### src/rtl/gc_proto_pkg.sv
// Shared constants and FSM encoding for the GameCube poll-response receiver.
// Tick values assume the 27 MHz system clock (1 us = 27 ticks).
package gc_proto_pkg;

    localparam int US_TICKS         = 27;
    localparam int SAMPLE_TICKS_DEF = 2 * US_TICKS;
    localparam int MAXLOW_TICKS_DEF = 5 * US_TICKS;
    localparam int BITGAP_TICKS_DEF = 6 * US_TICKS;
    localparam int RESP_TIMEOUT_DEF = 100 * US_TICKS;

    localparam int FRAME_BITS = 64;
    localparam int CNT_W      = 12;
    localparam int IDX_W      = 7;

    // Field LSB positions inside the 64-bit frame (MSB = first bit on the wire)
    localparam int BTN_LSB = 48;
    localparam int JX_LSB  = 40;
    localparam int JY_LSB  = 32;
    localparam int CX_LSB  = 24;
    localparam int CY_LSB  = 16;
    localparam int TL_LSB  = 8;
    localparam int TR_LSB  = 0;

    typedef enum logic [2:0] {
        ST_IDLE,
        ST_ARMED,
        ST_BIT_LOW,
        ST_BIT_HIGH,
        ST_WAIT_REL
    } rx_state_t;

endpackage

### src/rtl/gc_line_sync.sv
// 2-flop synchronizer for the GC data line plus a falling-edge pulse.
// Ports: clk, reset (async, active-high), din (raw pin), line (sync level), fall.
module gc_line_sync (
    input  logic clk,
    input  logic reset,
    input  logic din,
    output logic line,
    output logic fall
);

    logic s1;
    logic s2;
    logic prev;

    // All stages reset to the idle-high level so reset never fakes an edge
    always_ff @(posedge clk or posedge reset) begin
        if (reset) begin
            s1   <= 1'b1;
            s2   <= 1'b1;
            prev <= 1'b1;
        end else begin
            s1   <= din;
            s2   <= s1;
            prev <= s2;
        end
    end

    assign line = s2;
    assign fall = prev & ~s2;

endmodule

### src/rtl/gc_response_rx.sv
// Decodes the controller's 64-bit pulse-width poll response plus stop bit.
// Ports: clk, reset, GC_data, GC_enable in; frame, decoded fields,
// frame_valid / frame_error strobes and rx_busy out.
module gc_response_rx
    import gc_proto_pkg::*;
#(
    parameter int SAMPLE_TICKS = SAMPLE_TICKS_DEF,
    parameter int MAXLOW_TICKS = MAXLOW_TICKS_DEF,
    parameter int BITGAP_TICKS = BITGAP_TICKS_DEF,
    parameter int RESP_TIMEOUT = RESP_TIMEOUT_DEF
) (
    input  logic        clk,
    input  logic        reset,
    input  logic        GC_data,
    input  logic        GC_enable,
    output logic [63:0] frame,
    output logic [15:0] buttons,
    output logic [7:0]  joy_x,
    output logic [7:0]  joy_y,
    output logic [7:0]  cstick_x,
    output logic [7:0]  cstick_y,
    output logic [7:0]  trig_l,
    output logic [7:0]  trig_r,
    output logic        frame_valid,
    output logic        frame_error,
    output logic        rx_busy
);

    localparam logic [CNT_W-1:0] SAMPLE_T = CNT_W'(SAMPLE_TICKS);
    localparam logic [CNT_W-1:0] MAXLOW_T = CNT_W'(MAXLOW_TICKS);
    localparam logic [CNT_W-1:0] BITGAP_T = CNT_W'(BITGAP_TICKS);
    localparam logic [CNT_W-1:0] RESP_T   = CNT_W'(RESP_TIMEOUT);
    localparam logic [IDX_W-1:0] LAST_IDX = IDX_W'(FRAME_BITS);

    logic             line;
    logic             fall;
    rx_state_t        state;
    logic [CNT_W-1:0] cnt;
    logic [IDX_W-1:0] idx;
    logic [63:0]      shreg;
    logic             commit;

    gc_line_sync u_sync (
        .clk   (clk),
        .reset (reset),
        .din   (GC_data),
        .line  (line),
        .fall  (fall)
    );

    always_ff @(posedge clk or posedge reset) begin
        if (reset) begin
            state       <= ST_IDLE;
            cnt         <= '0;
            idx         <= '0;
            shreg       <= '0;
            commit      <= 1'b0;
            frame       <= '0;
            frame_valid <= 1'b0;
            frame_error <= 1'b0;
        end else begin
            frame_valid <= 1'b0;
            frame_error <= 1'b0;
            commit      <= 1'b0;

            // Load one cycle after the stop bit was accepted
            if (commit) begin
                frame       <= shreg;
                frame_valid <= 1'b1;
            end

            // Counter runs from the last falling edge and saturates
            if (cnt != '1) begin
                cnt <= cnt + 1'b1;
            end

            case (state)
                ST_IDLE: begin
                    cnt   <= '0;
                    idx   <= '0;
                    shreg <= '0;
                    if (!GC_enable) begin
                        state <= ST_ARMED;
                    end
                end

                ST_ARMED: begin
                    if (GC_enable) begin
                        state <= ST_IDLE;
                    end else if (fall) begin
                        state <= ST_BIT_LOW;
                        cnt   <= '0;
                    end else if (cnt == RESP_T) begin
                        frame_error <= 1'b1;
                        state       <= ST_WAIT_REL;
                    end
                end

                ST_BIT_LOW: begin
                    if (GC_enable) begin
                        state <= ST_IDLE;
                        idx   <= '0;
                        shreg <= '0;
                    end else if (cnt == SAMPLE_T) begin
                        if (idx < LAST_IDX) begin
                            shreg <= {shreg[62:0], line};
                            idx   <= idx + 1'b1;
                            state <= ST_BIT_HIGH;
                        end else begin
                            // Stop bit must read high
                            if (line) begin
                                commit <= 1'b1;
                            end else begin
                                frame_error <= 1'b1;
                            end
                            state <= ST_WAIT_REL;
                        end
                    end else if (!line && cnt == MAXLOW_T) begin
                        frame_error <= 1'b1;
                        state       <= ST_WAIT_REL;
                    end
                end

                ST_BIT_HIGH: begin
                    if (GC_enable) begin
                        state <= ST_IDLE;
                        idx   <= '0;
                        shreg <= '0;
                    end else if (fall) begin
                        state <= ST_BIT_LOW;
                        cnt   <= '0;
                    end else if (!line && cnt == MAXLOW_T) begin
                        // Low pulse still running after the sample point
                        frame_error <= 1'b1;
                        state       <= ST_WAIT_REL;
                    end else if (cnt == BITGAP_T) begin
                        frame_error <= 1'b1;
                        state       <= ST_WAIT_REL;
                    end
                end

                ST_WAIT_REL: begin
                    if (GC_enable) begin
                        state <= ST_IDLE;
                    end
                end

                default: begin
                    state <= ST_IDLE;
                end
            endcase
        end
    end

    assign rx_busy  = (state != ST_IDLE);
    assign buttons  = frame[BTN_LSB +: 16];
    assign joy_x    = frame[JX_LSB +: 8];
    assign joy_y    = frame[JY_LSB +: 8];
    assign cstick_x = frame[CX_LSB +: 8];
    assign cstick_y = frame[CY_LSB +: 8];
    assign trig_l   = frame[TL_LSB +: 8];
    assign trig_r   = frame[TR_LSB +: 8];

endmodule

### config.mk
export PLATFORM = sky130hd
export DESIGN_NAME = gc_response_rx
export DESIGN_NICKNAME = d
export VERILOG_FILES = /design/src/rtl/gc_proto_pkg.sv /design/src/rtl/gc_line_sync.sv /design/src/rtl/gc_response_rx.sv
export SDC_FILE = /design/constraint.sdc
export NUM_CORES = 1
export LEC_CHECK = 0
export BUFFER_PORTS_ARGS = -buffer_cell sky130_fd_sc_hd__buf_2
export CORE_ASPECT_RATIO = 2
export CORE_MARGIN = 2
export CORE_UTILIZATION = 59
export DETAILED_ROUTE_END_ITERATION = 10
export GPL_TIMING_DRIVEN = 1
export PLACE_DENSITY_LB_ADDON = 0.2
export SLEW_MARGIN = 20
export SYNTH_ARGS = -nofsm -noshare
export SYNTH_HDL_FRONTEND = slang
export SYNTH_SLANG_ARGS = --single-unit
### constraint.sdc
create_clock -name clk -period 10.6 [get_ports clk]
set_input_delay 1.59 -clock clk [delete_from_list [all_inputs] [get_ports clk]]
set_output_delay 1.59 -clock clk [all_outputs]
set_load 0.01 [all_outputs]
==> results of run 1 <==
[metal layers]
layer | vias to the layer above | routed length (um)
met4 | 0 | 165
met5 | - | 0
met2 | 164 | 5340
met1 | 2101 | 5370
li1 | 1906 | -
met3 | 14 | 757
[worst min-delay path by stage]
stage / start / cells past startpoint / slack, ns / endpoint
2_1_floorplan: u_sync.s1$_DFF_PP1_ / 0 / 0.35 / u_sync.line$_DFF_PP1_
3_3_place_gp: u_sync.s1$_DFF_PP1_ / 0 / 0.35 / u_sync.line$_DFF_PP1_
3_5_place_dp: u_sync.s1$_DFF_PP1_ / 0 / 0.35 / u_sync.line$_DFF_PP1_
4_1_cts: u_sync.s1$_DFF_PP1_ / 0 / 0.36 / u_sync.line$_DFF_PP1_
5_1_grt: u_sync.s1$_DFF_PP1_ / 0 / 0.37 / u_sync.line$_DFF_PP1_
6_report: u_sync.s1$_DFF_PP1_ / 0 / 0.36 / u_sync.line$_DFF_PP1_
[area by class of cell]
cell class	instances	area, um^2
clock buffers	18	429
clock inverters	14	148
inverters	8	35.0
repair buffers	138	701
well taps	142	178
fillers	886	3650
flip-flops and latches	156	3910
multi-input cells	255	2090
[cell families after synthesis]
group | after synthesis | share of synthesized area
flip-flops | 156 | 0.586
AO/OA/AOI/OAI | 99 | 0.118
buffers and inverters | 99 | 0.101
AND/OR/NAND/NOR | 75 | 0.0625
multiplexers | 68 | 0.114
XOR/XNOR | 9 | 0.0118
adder cells (fa/ha/maj) | 4 | 0.00750
[cell usage after synthesis, drive strengths merged, types with 3 or more instances]
cell type | number | share of area
nand3 | 8 | 0.0060
and3 | 3 | 0.0028
clkbuf | 11 | 0.0062
xor2 | 3 | 0.0039
dfrtp | 153 | 0.57
nor2b | 3 | 0.0028
a21oi | 10 | 0.0075
o21ai | 9 | 0.0073
mux2i | 3 | 0.0045
a22o | 64 | 0.084
nand4 | 3 | 0.0028
mux2 | 65 | 0.11
ha | 4 | 0.0075
xnor2 | 6 | 0.0079
nand2b | 3 | 0.0028
nand2 | 14 | 0.0083
inv | 8 | 0.0045
nor2 | 19 | 0.011
dfstp | 3 | 0.012
nor3 | 9 | 0.0084
buf | 80 | 0.090
a31oi | 4 | 0.0038
[registers in the layout, indices dropped and copies added, names as in the netlist, 3 cells and up]
signal and cells:
idx 7, cnt 12, frame 64, state 3, shreg 64
[power by group through the flow]
stage | clock network [mW] | logic (mW) | registers [mW]
CTS | 0.603 | 0.142 | 0.625
global placement | 0 | 0.141 | 0.635
global route | 0.631 | 0.161 | 0.627
finish | 0.590 | 0.141 | 0.625
floorplan | 0 | 0.145 | 0.624
detailed placement | 0 | 0.142 | 0.636
[stage by stage]
step                worst slack (ns)  std cells  total power, mW  hold WS, ns  area (um^2)
CTS                             7.55        731             1.37        0.359         7490
floorplan                       4.81        510            0.770        0.345         6670
finish                          7.53        731             1.36        0.357         7490
global route                    7.35        731             1.42        0.369         7490
global placement                7.19        699            0.777        0.346         6920
detailed placement              7.10        699            0.778        0.350         6920
==> impl_metrics.ini, run 1 <==
[logic_synthesis]
ys_seq_area_frac = 0.586
synth_edf_count = 0
synth.net_count = 518
synthFlopType = dfrtp_1
synth.distinct_cells = 50
synth-async-reset-ratio = 1.00
synth_area_um2 = 6670
avgSynthCellArea_um2 = 13.1
synth_cells = 510
ys_warn_count = 0
ys_ff_latch = 156

[power_and_ir_drop]
netSwitchingPower_mw = 0.383
switching_share = 0.282
powerDensity_nw_per_um2 = 181
clock_power_share = 0.435
p_leak_nw = 4.04
pwr-share-seq = 0.461
max-vdd-ir-drop_uv = 123
p_comb_frac = 0.104
power.internal_mw = 0.973

[finish]
final_common_cell = dfrtp_1
final_nets = 584
final_cell_mix = dfrtp_1, buf_2, mux2_2
utilization = 0.672
antenna_cells = 0
drive_gt1_frac = 0.419
areaGrowthSynthToFinish_pct = 12.3

[clocking]
cts_sinks = 156
clk_pin_slew_ns = 0.06
cts_tree = yes
hold_buffers = 0
post_cts_buffers = 0
cts_resized = 0
cts-root-buf = clkbuf_16
htreeDepth = 4
cts_buffers = 17
ctsLongestPathBuffers = 2
clk_latency_ns = 0.42

[drt]
wl_per_cell_um = 15.9
viasPerCell = 5.73
ant_nets = 0
wirelength_um = 11600
drc = 0
drt-initial-drc-count = 251
drt-pass1-iter-count = 5
via_count = 4185

[worst_setup_path]
arrival_ns = 3.41
path_max_fanout = 70
worst-path-buf-inv = 2
crit_end = idx[5]$_DFFE_PP0P_
path_cells = buf_2, nor2_1, nand3b_1, nor3_4, buf_4, a41oi_1, a31oi_1
r2r_slack_ns = 8.08
crit_path_start = GC_enable
endpoint_kind = register
ff2ff_path_depth = 8
crit_required_ns = 10.94
cp.depth = 7
slowest_stage = buf_4
slowest_delay_ns = 0.59
worstSetupStartpointType = input pin
r2r-start = cnt[0]$_DFF_PP0_
crit_family = buffers and inverters
path_class = input pin to register
reg2reg_to = idx[5]$_DFFE_PP0P_

[place]
io_buffer_count = 134
gp_congestion = 0.829
dpl.hpwl_um = 7160

[global_routing]
grt.overflow.total = 0
grt_max_degree = 89
antenna_found_initial = 0
grtUsageMet3 = 0.0508
use_met2 = 0.302
grt_pass1_vias = 3935
use_met1 = 0.303
grt_pass1_wl_um = 19900
grt.busiest_layer = met1
gr-usage-all-layers = 0.208

[sta]
worst_slew_pin_slew_ns = 0.876
fin_skew_ns = 0.0115
slew_headroom = 0.416
fmax_mhz = 326
report.final.slew_viol_count = 0
post-route-period-util = 0.290
hold_violations = 0
rsz0062_at_grt = false
period_needed_ns = 3.07
setup_viol = 0
setup-tns-final_ns = 0

[floorplanning]
die_x_um = 79.2
ios = 135
rows = 55
core_um2 = 11100
dieArea_um2 = 12200
die_h_um = 154
initial_utilization = 0.598

[worst_hold_path]
worstHoldPathType = register to register

[run]
max_cap_violations = 0

[outcome]
status = finished clean
Power figures use the tool's default switching activity.
==> run 2, diff against run 1 <==
--- a/config.mk
+++ b/config.mk
@@ -8,7 +8,7 @@
 export BUFFER_PORTS_ARGS = -buffer_cell sky130_fd_sc_hd__buf_2
 export CORE_ASPECT_RATIO = 2
 export CORE_MARGIN = 2
-export CORE_UTILIZATION = 59
+export CORE_UTILIZATION = 55
 export DETAILED_ROUTE_END_ITERATION = 10
 export GPL_TIMING_DRIVEN = 1
 export PLACE_DENSITY_LB_ADDON = 0.2
==> constraint.sdc (replaced) <==
create_clock -name clk -period 3.2 [get_ports clk]
set_input_delay 0.48 -clock clk [delete_from_list [all_inputs] [get_ports clk]]
set_output_delay 0.48 -clock clk [all_outputs]
set_load 0.01 [all_outputs]
==> run 2 against run 1 <==
Effect of this change:
- die area rose by 7.0%
- worst hold slack got worse by 0.19 ns
- clock-buffer cell count unchanged
- largest power group unchanged
- critical path type is now register to register
- sequential share of layout area fell by 0.50 points
==> impl_metrics.ini, run 2 (same netlist as run 1, synthesis figures left out) <==
[worst_setup_path]
crit_end = shreg[23]$_DFFE_PP0P_
r2r-start = cnt[0]$_DFF_PP0_
path_class = register to register
crit_required_ns = 3.49
endpoint_kind = register
reg2reg_to = shreg[23]$_DFFE_PP0P_
worstSetupStartpointType = register
arrival_ns = 2.78
path_max_fanout = 52
ff2ff_path_depth = 8
crit_path_start = cnt[0]$_DFF_PP0_
r2r_slack_ns = 0.71

[clocking]
cts-root-buf = clkbuf_16
clk_pin_slew_ns = 0.07
htreeDepth = 4
cts_sinks = 156
cts_resized = 0
clk_latency_ns = 0.41
cts_buffers = 17
post_cts_buffers = 0
hold_buffers = 0
cts_tree = yes
ctsLongestPathBuffers = 2

[run]
max_cap_violations = 0

[sta]
report.final.slew_viol_count = 0
setup_viol = 0
period_needed_ns = 2.49
fmax_mhz = 402
hold_violations = 0
setup-tns-final_ns = 0
post-route-period-util = 0.777
fin_skew_ns = 0.00768
fin_hold_ws_ns = 0.171
slew_headroom = 0.466
rsz0062_at_grt = false
worst_slew_pin_slew_ns = 0.801

[global_routing]
antenna_found_initial = 0
grt_pass1_wl_um = 21400
grt_max_degree = 157
grt.overflow.total = 0
gr-usage-all-layers = 0.211
grt_pass1_vias = 4334

[drt]
drt-initial-drc-count = 223
wl_per_cell_um = 17.6
drt-pass1-iter-count = 4
viasPerCell = 5.67
via_count = 4168
drc = 0
ant_nets = 0
wirelength_um = 13000

[power_and_ir_drop]
powerDensity_nw_per_um2 = 606
power_mw = 4.59
p_leak_nw = 4.06
max-vdd-ir-drop_uv = 420

[floorplanning]
die_x_um = 81.9
dieArea_um2 = 13100
core_um2 = 11800
ios = 135
rows = 56
die_h_um = 160
initial_utilization = 0.567

[finish]
final_nets = 585
antenna_cells = 0
drive_gt1_frac = 0.422
areaGrowthSynthToFinish_pct = 13.4
fin_area_um2 = 7570
final_common_cell = dfrtp_1
largest_registers = frame (64), shreg (64), cnt (12)
final_cell_mix = dfrtp_1, buf_2, mux2_2
stdcell_count = 735

[worst_hold_path]
worstHoldPathType = input pin to register

[place]
gp_congestion = 0.814
placedCellCount = 703
dpl.hpwl_um = 8520
dpl_cell_area_um2 = 6950
io_buffer_count = 134

[outcome]
status = finished clean
run 2: layout make-up:
type / count / area, um^2
clock buffers: 18 / 439
multi-input cells: 255 / 2090
flip-flops and latches: 156 / 3910
well taps: 145 / 181
inverters: 8 / 33.8
clock inverters: 14 / 175
repair buffers: 139 / 733
fillers: 972 / 4210
run 2: report_power, final:
group	switching (mW)	internal (mW)	leakage [nW]
logic	0.351	0.116	1.61
registers	0.0629	2.01	2.16
clock network	0.846	1.20	0.295
total	1.26	3.33	4.06
run 2: per-layer routing:
metal / wire [um] / global-route usage
met1: 4900 / 0.244
met2: 7560 / 0.375
met3: 360 / 0.0390
met4: 138 / 0.0773
met5: 0 / 0
run 2: how the worst min path moves through the flow:
stage | cells after the start | end | start
after floorplan | 0 | u_sync.line$_DFF_PP1_ | u_sync.s1$_DFF_PP1_
after global placement | 0 | u_sync.line$_DFF_PP1_ | u_sync.s1$_DFF_PP1_
after detailed placement | 0 | u_sync.line$_DFF_PP1_ | u_sync.s1$_DFF_PP1_
after CTS | 1 | u_sync.s1$_DFF_PP1_ | GC_data
after global routing | 1 | u_sync.s1$_DFF_PP1_ | GC_data
final | 1 | u_sync.s1$_DFF_PP1_ | GC_data
run 2: worst max-delay path: stages (launching register included):
cell and delay (ns):
dfrtp_1 0.43, inv_1 0.11, ha_1 0.18, nand2_2 0.07, or4_4 0.52, o21ai_2 0.19, nand2b_2 0.21, buf_4 0.35
a22o_1 0.30
run 2: metrics by stage:
stage / utilization / setup WS, ns
6_report: 0.643 / 0.713
5_1_grt: 0.643 / 0.579
4_1_cts: 0.643 / 0.710
3_5_place_dp: 0.591 / 0.720
3_3_place_gp: 0.591 / 0.771
2_1_floorplan: - / 0.750
